<file path="config.mk">
export PLATFORM = sky130hd
export DESIGN_NAME = score_draw_ctrl
export DESIGN_NICKNAME = d
export VERILOG_FILES = /design/src/rtl/score_draw_ctrl.sv
export SDC_FILE = /design/constraint.sdc
export NUM_CORES = 1
export LEC_CHECK = 0
export BUFFER_PORTS_ARGS = -buffer_cell sky130_fd_sc_hd__buf_2
export CAP_MARGIN = 20
export CORE_MARGIN = 3
export CORE_UTILIZATION = 35
export CTS_CLUSTER_SIZE = 30
export DETAILED_ROUTE_END_ITERATION = 10
export SKIP_LAST_GASP = 1
export SYNTH_ARGS = -nofsm -noshare
export SYNTH_HDL_FRONTEND = slang
export SYNTH_SLANG_ARGS = --single-unit
</file>
<file path="constraint.sdc">
create_clock -name clk -period 2.8 [get_ports clk]
set_input_delay 0.28 -clock clk [delete_from_list [all_inputs] [get_ports clk]]
set_output_delay 0.28 -clock clk [all_outputs]
set_load 0.02 [all_outputs]
</file>
<file path="src/rtl/score_draw_ctrl.sv">
// Score renderer: latches a binary score, converts it to BCD by sequential double-dabble,
// then drives the glyph drawer digit by digit, most significant first. Optional macro: LEADING_ZERO_BLANK_EN.
module score_draw_ctrl #(
   parameter int NUM_DIGITS  = 4,
   parameter int SCORE_W     = 14,
   parameter int DIGIT_PITCH = 14
) (
   input  logic               clk,
   input  logic               resetn,
   input  logic               start,
   input  logic [SCORE_W-1:0] score,
   input  logic [7:0]         x_base,
   input  logic [7:0]         y_base,
   output logic               busy,
   output logic               done,
   output logic [3:0]         digit_select,
   output logic [7:0]         digit_x,
   output logic [7:0]         digit_y,
   output logic               digit_reset,
   output logic               digit_enable,
   input  logic               digit_end,
   output logic               plot
);

   localparam int BCD_W = 4 * NUM_DIGITS;
   localparam int CNT_W = $clog2(SCORE_W + 1);
   localparam int IDX_W = (NUM_DIGITS > 1) ? $clog2(NUM_DIGITS) : 1;

   function automatic longint unsigned pow10(input int n);
      longint unsigned r = 1;
      for (int i = 0; i < n; i++) r = r * 10;
      return r;
   endfunction

   localparam longint unsigned SAT_LIMIT = pow10(NUM_DIGITS);

   typedef enum logic [2:0] {S_IDLE, S_CONVERT, S_LOAD, S_DRAW, S_NEXT, S_DONE} state_e;

   state_e             state_q, state_d;
   logic [SCORE_W-1:0] bin_q, bin_d;
   logic               sat_q, sat_d;
   logic [7:0]         xb_q, xb_d, yb_q, yb_d;
   logic [BCD_W-1:0]   bcd_q, bcd_d;
   logic [CNT_W-1:0]   cnt_q, cnt_d;
   logic [IDX_W-1:0]   idx_q, idx_d;
   logic               busy_q, busy_d, done_q, done_d;
   logic [3:0]         sel_q, sel_d;
   logic [7:0]         dx_q, dx_d, dy_q, dy_d;
   logic               drst_q, drst_d, den_q, den_d;

   logic [BCD_W-1:0]   bcd_adj, bcd_next;
   logic [IDX_W-1:0]   idx_first;

   // NOTE: every variable gets its default at the top of always_comb so no path can infer a latch.
   always_comb begin
      state_d   = state_q;
      bin_d     = bin_q;
      sat_d     = sat_q;
      xb_d      = xb_q;
      yb_d      = yb_q;
      bcd_d     = bcd_q;
      cnt_d     = cnt_q;
      idx_d     = idx_q;
      busy_d    = busy_q;
      done_d    = done_q;
      sel_d     = sel_q;
      dx_d      = dx_q;
      dy_d      = dy_q;
      drst_d    = drst_q;
      den_d     = den_q;
      bcd_adj   = bcd_q;
      bcd_next  = bcd_q;
      idx_first = IDX_W'(NUM_DIGITS - 1);

      case (state_q)
         S_IDLE: begin
            if (start) begin
               bin_d   = score;
               sat_d   = (64'(score) >= SAT_LIMIT);
               xb_d    = x_base;
               yb_d    = y_base;
               bcd_d   = '0;
               cnt_d   = '0;
               busy_d  = 1'b1;
               state_d = S_CONVERT;
            end
         end
         S_CONVERT: begin
            for (int i = 0; i < NUM_DIGITS; i++)
               if (bcd_q[i*4 +: 4] >= 4'd5) bcd_adj[i*4 +: 4] = bcd_q[i*4 +: 4] + 4'd3;
            bcd_next = {bcd_adj[BCD_W-2:0], bin_q[SCORE_W-1]};
            bin_d    = bin_q << 1;
            cnt_d    = cnt_q + 1'b1;
            if (cnt_q == CNT_W'(SCORE_W - 1)) begin
               if (sat_q) bcd_next = {NUM_DIGITS{4'h9}};
`ifdef LEADING_ZERO_BLANK_EN
               // Start at the highest nonzero digit; digit 0 is always drawn.
               idx_first = '0;
               for (int i = 0; i < NUM_DIGITS; i++)
                  if (bcd_next[i*4 +: 4] != 4'd0) idx_first = IDX_W'(i);
`endif
               idx_d   = idx_first;
               state_d = S_LOAD;
            end
            bcd_d = bcd_next;
         end
         S_LOAD: begin
            drst_d  = 1'b0;
            den_d   = 1'b1;
            state_d = S_DRAW;
         end
         S_DRAW: begin
            if (digit_end) begin
               drst_d  = 1'b1;
               den_d   = 1'b0;
               state_d = S_NEXT;
            end
         end
         S_NEXT: begin
            if (idx_q == '0) begin
               done_d  = 1'b1;
               state_d = S_DONE;
            end else begin
               idx_d   = idx_q - 1'b1;
               state_d = S_LOAD;
            end
         end
         S_DONE: begin
            done_d  = 1'b0;
            busy_d  = 1'b0;
            state_d = S_IDLE;
         end
         default: state_d = S_IDLE;
      endcase

      // Digit outputs are loaded only on entry to LOAD and then held until the next LOAD.
      if (state_d == S_LOAD) begin
         for (int i = 0; i < NUM_DIGITS; i++)
            if (idx_d == IDX_W'(i)) sel_d = bcd_d[i*4 +: 4];
         dx_d = xb_d + 8'((NUM_DIGITS - 1 - int'(idx_d)) * DIGIT_PITCH);
         dy_d = yb_d;
      end
   end

   // NOTE: all state, including the BCD and shift registers, is reset so a mid-draw reset leaves nothing stale.
   always_ff @(posedge clk or negedge resetn) begin
      if (!resetn) begin
         state_q <= S_IDLE;
         bin_q   <= '0;
         sat_q   <= 1'b0;
         xb_q    <= '0;
         yb_q    <= '0;
         bcd_q   <= '0;
         cnt_q   <= '0;
         idx_q   <= '0;
         busy_q  <= 1'b0;
         done_q  <= 1'b0;
         sel_q   <= '0;
         dx_q    <= '0;
         dy_q    <= '0;
         drst_q  <= 1'b1;
         den_q   <= 1'b0;
      end else begin
         // NOTE: sequential state uses non-blocking assignments so every flop samples pre-edge values.
         state_q <= state_d;
         bin_q   <= bin_d;
         sat_q   <= sat_d;
         xb_q    <= xb_d;
         yb_q    <= yb_d;
         bcd_q   <= bcd_d;
         cnt_q   <= cnt_d;
         idx_q   <= idx_d;
         busy_q  <= busy_d;
         done_q  <= done_d;
         sel_q   <= sel_d;
         dx_q    <= dx_d;
         dy_q    <= dy_d;
         drst_q  <= drst_d;
         den_q   <= den_d;
      end
   end

   assign busy         = busy_q;
   assign done         = done_q;
   assign digit_select = sel_q;
   assign digit_x      = dx_q;
   assign digit_y      = dy_q;
   assign digit_reset  = drst_q;
   assign digit_enable = den_q;
   assign plot         = den_q & ~digit_end;

endmodule

</file>
==> results.yml, run 1 <==
power_and_ir_drop:
  ir_worst_vdd_uv: 633
  powerDensity_mw_per_mm2: 1130
  power_w: 0.00578
  leakage_nw: 2.40
routing:
  num_vias: 3148
  wl_um: 9400
  vias_per_cell: 5.08
  drtAntennaViolNets: 0
  dr.pass1.iters: 4
  drt_iter0_drc: 84
  wl_per_cell_um: 15.2
  drcViolationCount: 0
critical_path:
  critPathSlowestCell: "dfrtp_2"
  cp-endpoint: "digit_x[7]"
  critical_path_required_ns: 3.02
  endpoint_kind: "register"
  rr_worst_depth: 12
  slowest_delay_ns: 0.43
  startpoint_type: "register"
  worstSetupPathType: "register to register"
  rrSetupSlack_ns: -0.02
  cp.arrival_ns: 3.05
  critical_path.cell_chain: "nor4bb_1 > a21oi_2 > o21a_2 > ha_4 > inv_2 > fa_2 > nor2b_2 > o21ai_2 > a21boi_1 > o21ai_1 > xnor2_1 > mux2_4"
  timing.rr.end: "digit_x[7]"
  worstSetupStartpoint: "state_q[0]"
  cp_max_fo: 5
  reg2reg_from: "state_q[0]"
logic_synthesis:
  syn_inst: 388
  synthMuxAreaShare: 0.116
  seq_area_frac_synth: 0.491
  syn_area_mm2: 0.00408
  synth_compound_area_frac: 0.149
  synthArstFlopShare: 1.00
  synth_ff_type: "dfrtp_1"
  synthXorXnorAreaFrac: 0.0172
  synth_top_family_by_area: "compound AO/OA/AOI/OAI gates"
  synth-simple-area-share: 0.119
  synth_edf_count: 0
  avgSynthCellArea_um2: 10.5
  syn_nets: 443
  synthAdderAreaFrac: 0.0663
  synth.distinct_cells: 49
  synth_warnings: 0
  ys_ff_latch: 80
floorplan:
  ios: 59
  start_util: 0.367
  std_cell_rows: 38
  core_mm2: 0.0111
  dieHeight_um: 114
  die_area_mm2: 0.0130
  die_w_um: 114
status:
  violations: "negative setup slack"
  status: "finished, violations left"
sta:
  finalSetupViolCount: 1
  tightest_slew_ns: 0.941
  max_freq_ghz: 0.354
  setup_ws_ns: -0.0241
  timing.slew.headroom: 0.372
  tns_ns: -0.0241
  drv_slew: 0
  skew_ns: 0.00935
  period_minus_slack_ns: 2.82
  finalCritPeriodShare: 1.01
  rsz0062_at_grt: "true"
  hold_violations: 0
global_route:
  grt_max_degree: 60
  top_usage_layer: "met2"
  met1_usage: 0.209
  grt.total_usage: 0.157
  grt_pass1_vias: 3242
  use_met2: 0.243
  antenna_found_initial: 0
  grt.overflow.total: 0
  grt_pass1_wl_um: 16200
  use_met3: 0.0467
clocking:
  cts.hold.buffers_added: 0
  cts.sinks: 80
  numCtsBuffers: 9
  cts_root_buf: "clkbuf_16"
  clock_latency_ns: 0.34
  clockBufferDepth: 2
  clkTransAtPathRegs_ns: 0.06
  cts_tree: "done"
  h-tree-depth: 3
finish:
  mostFrequentLayoutCell: "dfrtp_1"
  drive_above_1_share: 0.340
  syn_to_final_growth_pct: 25.2
  mostFrequentLayoutCells: "dfrtp_1, buf_2, nand2_1"
  antenna_cells: 0
  utilization: 0.459
  nNetsFinal: 530
  finalNonFillerCells: 620
  fillers: 1048
placement:
  io_buffers: 58
  dp_slack_ns: -0.0494
  gp_congestion: 0.875
  hpwl_um: 6880
  place_inst: 598
worst_hold_path:
  holdCritPathClass: "input port to async pin"
job:
  drv_cap: 0
## layout make-up
type                    instances  area [um^2]  share of cell area
flip-flops and latches         80         2000               0.392
multi-input cells             270         1990               0.389
repair buffers                 92          577               0.113
clock buffers                  11          243              0.0475
well taps                     140          175              0.0343
inverters                      22         82.6              0.0162
clock inverters                 5         40.0             0.00784
## metrics by stage
stage	instance area (um^2)	hold WS, ns
floorplan	4120	-0.0156
global route	5110	0.0775
global placement	4720	0.402
finish	5110	0.0142
detailed placement	4720	0.407
CTS	5010	0.0458
## routing by layer
| metal | part of all wire | wire length [um] |
|---|---|---|
| met3 | 0.055 | 519 |
| met1 | 0.45 | 4260 |
| met4 | 0.017 | 159 |
| met5 | 0 | 0 |
| met2 | 0.47 | 4460 |
## critical path: cells and delay by family, from the launching register on
kind / cells / cell delay, ns
AO/OA/AOI/OAI: 5 / 0.71
AND/OR/NAND/NOR: 2 / 0.53
XOR/XNOR: 1 / 0.12
flip-flops: 1 / 0.43
multiplexers: 1 / 0.25
adder cells (fa/ha/maj): 2 / 0.65
buffers and inverters: 1 / 0.04
## sequential cells by signal (all words and copies together), names as in the netlist, 2 cells and up
name          count
bcd_q            16
bin_q            14
digit_x           8
digit_y           8
xb_q              8
yb_q              8
cnt_q             4
digit_select      4
state_q           3
idx_q             2
## cells in the mapped netlist (2+ instances only)
| cell type | n | share of area |
|---|---|---|
| a22oi_1 | 4 | 0.0074 |
| dfrtp_1 | 79 | 0.48 |
| a21o_1 | 5 | 0.0092 |
| nor2_1 | 24 | 0.022 |
| xor2_1 | 2 | 0.0043 |
| a211oi_2 | 2 | 0.0061 |
| ha_1 | 20 | 0.061 |
| a21oi_1 | 24 | 0.029 |
| inv_1 | 22 | 0.020 |
| nor2b_1 | 7 | 0.011 |
| buf_2 | 7 | 0.0086 |
| nor3_1 | 3 | 0.0037 |
| o211a_1 | 3 | 0.0074 |
| mux2_2 | 27 | 0.075 |
| mux2i_1 | 17 | 0.042 |
| nand2b_1 | 7 | 0.011 |
| xnor2_1 | 6 | 0.013 |
| a22o_1 | 4 | 0.0086 |
| o21ai_0 | 33 | 0.040 |
| o22ai_1 | 7 | 0.011 |
| a31oi_1 | 3 | 0.0046 |
| o31ai_1 | 3 | 0.0055 |
| buf_4 | 4 | 0.0074 |
| nand3_1 | 5 | 0.0061 |
| clkbuf_1 | 5 | 0.0046 |
| nand2_1 | 42 | 0.039 |
## how the worst min path moves through the flow
| stage | start | endpoint | slack [ns] | cells after the start |
|---|---|---|---|---|
| global route | resetn | bcd_q[10] | 0.08 | 1 |
| finish | resetn | bcd_q[10] | 0.01 | 1 |
| CTS | resetn | bcd_q[10] | 0.05 | 1 |
| detailed placement | resetn | bcd_q[10] | 0.41 | 1 |
| global placement | resetn | bcd_q[10] | 0.40 | 1 |
| floorplan | resetn | bcd_q[0] | -0.02 | 0 |
## kinds of logic (layout without fill, tap and decap cells)
kind of cell	Yosys count	in the layout
adder cells (fa/ha/maj)	21	21
AND/OR/NAND/NOR	100	100
flip-flops	80	80
buffers and inverters	38	130
XOR/XNOR	8	8
AO/OA/AOI/OAI	97	97
multiplexers	44	44
## power breakdown
| part | internal [W] | switching, W |
|---|---|---|
| clock network | 0.000630 | 0.000487 |
| logic | 0.00123 | 0.00152 |
| registers | 0.00165 | 0.000269 |
## what timing repair did
action / CTS / global route
resized for setup: 1 / 16
buffers inserted: 1 / 5
pin swaps: 1 / 8
endpoints found under the setup margin: 2 / 4
Power figures use the tool's default switching activity.
==> inputs of run 2 (changes only) <==
--- a/config.mk
+++ b/config.mk
@@ -5,12 +5,12 @@
 export SDC_FILE = /design/constraint.sdc
 export NUM_CORES = 1
 export LEC_CHECK = 0
-export BUFFER_PORTS_ARGS = -buffer_cell sky130_fd_sc_hd__buf_2
 export CAP_MARGIN = 20
 export CORE_MARGIN = 3
 export CORE_UTILIZATION = 35
 export CTS_CLUSTER_SIZE = 30
 export DETAILED_ROUTE_END_ITERATION = 10
+export DONT_BUFFER_PORTS = 1
 export SKIP_LAST_GASP = 1
 export SYNTH_ARGS = -nofsm -noshare
 export SYNTH_HDL_FRONTEND = slang
==> results.yml, run 2 (synthesized netlist as in run 1, its figures left out) <==
routing:
  num_vias: 2936
  dr_wl_met2_um: 4210
  wl_um: 9000
  dr.pass1.iters: 4
  drcViolationCount: 0
  drtAntennaViolNets: 0
  drt_iter0_drc: 134
  dr_wl_met3_um: 721
  wl_met1_um: 3970
  routed.top_layer: "met4"
  vias_per_cell: 5.21
  wl_per_cell_um: 16.0
finish:
  mostFrequentLayoutCell: "dfrtp_1"
  top_register: "bcd_q"
  mostFrequentLayoutCells: "dfrtp_1, nand2_1, buf_4"
  drive_above_1_share: 0.248
  largest_register_ffs: 16
  multi_input_area_mm2: 0.00198
  syn_to_final_growth_pct: 17.9
  fillers: 1067
  reg.largest.list: "bcd_q: 16 flops, bin_q: 14 flops"
  register_area_mm2: 0.00201
  utilization: 0.432
  nNetsFinal: 473
  finalNonFillerCells: 564
clocking:
  clock_latency_ns: 0.34
  cts_tree: "done"
  h-tree-depth: 3
  cts_root_buf: "clkbuf_16"
  clockBufferDepth: 2
  numCtsBuffers: 9
  clkTransAtPathRegs_ns: 0.06
  cts.sinks: 80
power_and_ir_drop:
  powerDensity_mw_per_mm2: 1160
  power_w: 0.00556
  leakage_nw: 2.16
  ir_worst_vdd_uv: 676
floorplan:
  start_util: 0.367
  dieHeight_um: 114
  std_cell_rows: 38
  core_mm2: 0.0111
  die_w_um: 114
  ios: 59
  die_area_mm2: 0.0130
sta:
  holdWs_ns: 0.0836
  max_freq_ghz: 0.367
  period_minus_slack_ns: 2.73
  setup_ws_ns: 0.0739
  rsz0062_at_grt: "true"
  finalSetupViolCount: 0
  timing.slew.headroom: 0.644
  skew_ns: 0.00446
  tightest_slew_ns: 0.533
  hold_violations: 0
  finalCritPeriodShare: 0.974
  drv_slew: 0
global_route:
  grt_pass1_wl_um: 15100
  grt.overflow.total: 0
  grt.total_usage: 0.147
  antenna_found_initial: 0
  grt_max_degree: 81
  grt_pass1_vias: 3076
critical_path:
  rrSetupSlack_ns: 0.07
  cp_max_fo: 4
  critical_path_required_ns: 3.03
  startpoint_type: "register"
  cp.arrival_ns: 2.95
  endpoint_kind: "register"
  worstSetupPathType: "register to register"
placement:
  dp_slack_ns: -0.0151
  hpwl_um: 6490
  place_inst: 539
  io_buffers: 0
  gp_congestion: 0.878
job:
  drv_cap: 0
status:
  status: "completed"
worst_hold_path:
  holdCritPathClass: "input port to register"
-- run 2: cell count changes in the layout (fill, tap and decap cells not counted), sizes merged, moves of 2 or more --
cell | previous run | this run
clkinv | 1 | 3
clkinvlp | 3 | 1
buf | 92 | 34
inv | 23 | 25
clkbuf | 11 | 9
-- run 2: worst paths after layout --
path,depth (start not counted),end,from
worst min register to register,2,bin_q[12],bin_q[12]
worst max register to register,14,digit_x[7],cnt_q[1]
min in group asynchronous,2,bcd_q[2],resetn
worst max-delay path,14,digit_x[7],cnt_q[1]
max in group asynchronous,2,digit_reset,resetn
worst min-delay path,2,bin_q[13],score[13]
-- run 2: layout make-up --
| class | count | share of cell area |
|---|---|---|
| antenna | 1 | 0.000520 |
| sequential | 80 | 0.417 |
| tap | 140 | 0.0364 |
| timing repair buffer | 35 | 0.0593 |
| multi-input combinational | 270 | 0.411 |
| clock buffer | 9 | 0.0468 |
| inverter | 22 | 0.0172 |
| clock inverter | 7 | 0.0114 |
-- run 2: critical path: stages, from the launching register on --
cell	delay [ns]
dfrtp_1	0.38
inv_1	0.06
ha_2	0.17
and3_1	0.20
a21oi_1	0.08
o21a_2	0.26
ha_4	0.28
inv_2	0.03
fa_2	0.36
nor2b_2	0.13
o21ai_2	0.07
a21boi_2	0.17
o21ai_2	0.07
xnor2_1	0.11
mux2_2	0.25
-- run 2: per-layer routing --
layer | vias to the layer above | track usage
met5 | - | 0
met2 | 64 | 0.228
li1 | 1413 | -
met3 | 9 | 0.0674
met4 | 0 | 0.0420
met1 | 1450 | 0.184
-- run 2: power by group --
part           internal, W  switching, W
combinational      0.00108       0.00124
clock             0.000611      0.000504
sequential         0.00165      0.000482
-- run 2: timing repair --
item | CTS | global route
hold buffers | 2 | 0
setup buffers | 1 | 5
gates resized for setup | 1 | 14
setup endpoints to repair | 2 | 5
pin swaps | 1 | 7
hold endpoints to repair | 80 | 0
-- run 2: stage by stage --
stage | cell area, um^2 | setup TNS [ns]
2_1_floorplan | 4120 | 0
3_3_place_gp | 4400 | 0
3_5_place_dp | 4400 | -0.0151
4_1_cts | 4720 | 0
5_1_grt | 4810 | -0.114
6_report | 4810 | 0
==> inputs of run 3 (changes only) <==
--- a/config.mk
+++ b/config.mk
@@ -6,11 +6,11 @@
 export NUM_CORES = 1
 export LEC_CHECK = 0
 export CAP_MARGIN = 20
-export CORE_MARGIN = 3
 export CORE_UTILIZATION = 35
 export CTS_CLUSTER_SIZE = 30
 export DETAILED_ROUTE_END_ITERATION = 10
 export DONT_BUFFER_PORTS = 1
+export SETUP_SLACK_MARGIN = 0.1
 export SKIP_LAST_GASP = 1
 export SYNTH_ARGS = -nofsm -noshare
 export SYNTH_HDL_FRONTEND = slang
==> results.yml, run 3 (synthesized netlist as in run 1, its figures left out) <==
critical_path:
  cp_max_fo: 6
  critPathSlowestCell: "dfrtp_2"
  slowest_delay_ns: 0.45
  cp.arrival_ns: 2.94
  rr_worst_depth: 12
  critical_path_required_ns: 3.02
  worstSetupPathType: "register to register"
  critical_path.cell_chain: "nor4bb_2 > a21oi_2 > o21a_4 > ha_4 > inv_2 > fa_2 > nor2b_2 > o21ai_2 > a21boi_2 > o21ai_1 > xnor2_1 > mux2_2"
  path_depth: 12
  startpoint_type: "register"
  crit_buf_inv: 1
  endpoint_kind: "register"
  crit_family: "compound AO/OA/AOI/OAI gates"
floorplan:
  die_w_um: 110
  dieHeight_um: 110
  start_util: 0.359
  ios: 59
  core_mm2: 0.0114
  std_cell_rows: 39
  die_area_mm2: 0.0121
finish:
  finalNonFillerCells: 569
  drive_above_1_share: 0.265
  mostFrequentLayoutCells: "dfrtp_1, nand2_1, buf_4"
  mostFrequentLayoutCell: "dfrtp_1"
  nNetsFinal: 476
  antenna_cells: 0
  fin_area_mm2: 0.00489
  reg.largest.list: "bcd_q: 16 flops, bin_q: 14 flops"
  syn_to_final_growth_pct: 19.8
  largest_register_ffs: 16
  top_register: "bcd_q"
sta:
  hold_violations: 0
  drv_slew: 0
  holdWs_ns: 0.0949
  finalCritPeriodShare: 0.971
  max_freq_ghz: 0.368
  finalSetupViolCount: 0
  setup_ws_ns: 0.0825
  rsz0062_at_grt: "true"
  skew_ns: 0.00806
  timing.slew.headroom: 0.637
  period_minus_slack_ns: 2.72
  tightest_slew_ns: 0.544
power_and_ir_drop:
  clockPowerShare: 0.201
  seqPwrFrac: 0.369
  ir_worst_vdd_uv: 531
  switching_power_w: 0.00223
  intPower_w: 0.00356
  powerDensity_mw_per_mm2: 1180
  combPwrFrac: 0.430
  leakage_nw: 2.19
  p_sw_frac: 0.386
  power_w: 0.00579
global_route:
  grt_pass1_wl_um: 14800
  grt.total_usage: 0.162
  grt.overflow.total: 0
  grt_pass1_vias: 3065
  grt_max_degree: 81
  antenna_found_initial: 0
routing:
  drtAntennaViolNets: 0
  drt_iter0_drc: 107
  drcViolationCount: 0
  wl_per_cell_um: 15.8
  dr.pass1.iters: 4
  wl_um: 9000
  num_vias: 2912
  vias_per_cell: 5.12
clocking:
  numCtsBuffers: 9
  cts.sinks: 80
  cts_tree: "done"
  clkTransAtPathRegs_ns: 0.06
  cts_root_buf: "clkbuf_16"
  clock_latency_ns: 0.34
  h-tree-depth: 3
  clockBufferDepth: 2
placement:
  dpl_cell_area_mm2: 0.00440
  dp_slack_ns: -0.00674
  io_buffers: 0
  place_inst: 540
  gp_congestion: 0.826
  hpwl_um: 6410
job:
  drv_cap: 0
status:
  status: "completed"
worst_hold_path:
  hold_path_depth: 2
  holdCritPathClass: "input port to register"
==> run 3: power by group through the flow <==
| stage | logic (W) | registers [W] | clock network, W |
|---|---|---|---|
| after floorplan | 0.00171 | 0.00208 | 0 |
| after global placement | 0.00219 | 0.00215 | 0 |
| after detailed placement | 0.00225 | 0.00217 | 0 |
| after CTS | 0.00244 | 0.00215 | 0.00119 |
| after global routing | 0.00281 | 0.00221 | 0.00122 |
| final | 0.00249 | 0.00214 | 0.00116 |
==> run 3: final timing paths <==
kind | startpoint | endpoint | slack [ns]
max | state_q[0] | digit_x[7] | 0.08
min | score[13] | bin_q[13] | 0.09
max reg2reg | state_q[0] | digit_x[7] | 0.08
min reg2reg | bin_q[7] | bin_q[7] | 0.47
max in group asynchronous | resetn | digit_reset | 1.93
min in group asynchronous | resetn | digit_x[0] | 0.47
==> run 3: repair_timing <==
item	in CTS	in global routing
setup buffers	10	2
setup endpoints to repair	2	7
pin swaps	10	12
hold endpoints to repair	80	0
gates cloned	0	0
gates resized for setup	13	6
hold buffers	2	0
==> run 3: routing by layer <==
layer	part of all wire	global-route usage
met5	0	0
met4	0.016	0.0600
met3	0.061	0.0474
met2	0.50	0.274
met1	0.42	0.195
==> run 3: through the flow <==
step / util / setup TNS [ns]
after floorplan: - / 0
after global placement: 0.387 / 0
after detailed placement: 0.387 / -0.00674
after CTS: 0.428 / 0
after global routing: 0.430 / -0.0352
final: 0.430 / 0
==> run 3: cell type report <==
type,instances,area [um^2]
multi-input combinational,270,2010
clock inverter,6,58.8
fill,1084,6480
tap,143,179
inverter,22,82.6
clock buffer,10,239
sequential,80,2010
timing repair buffer,38,308
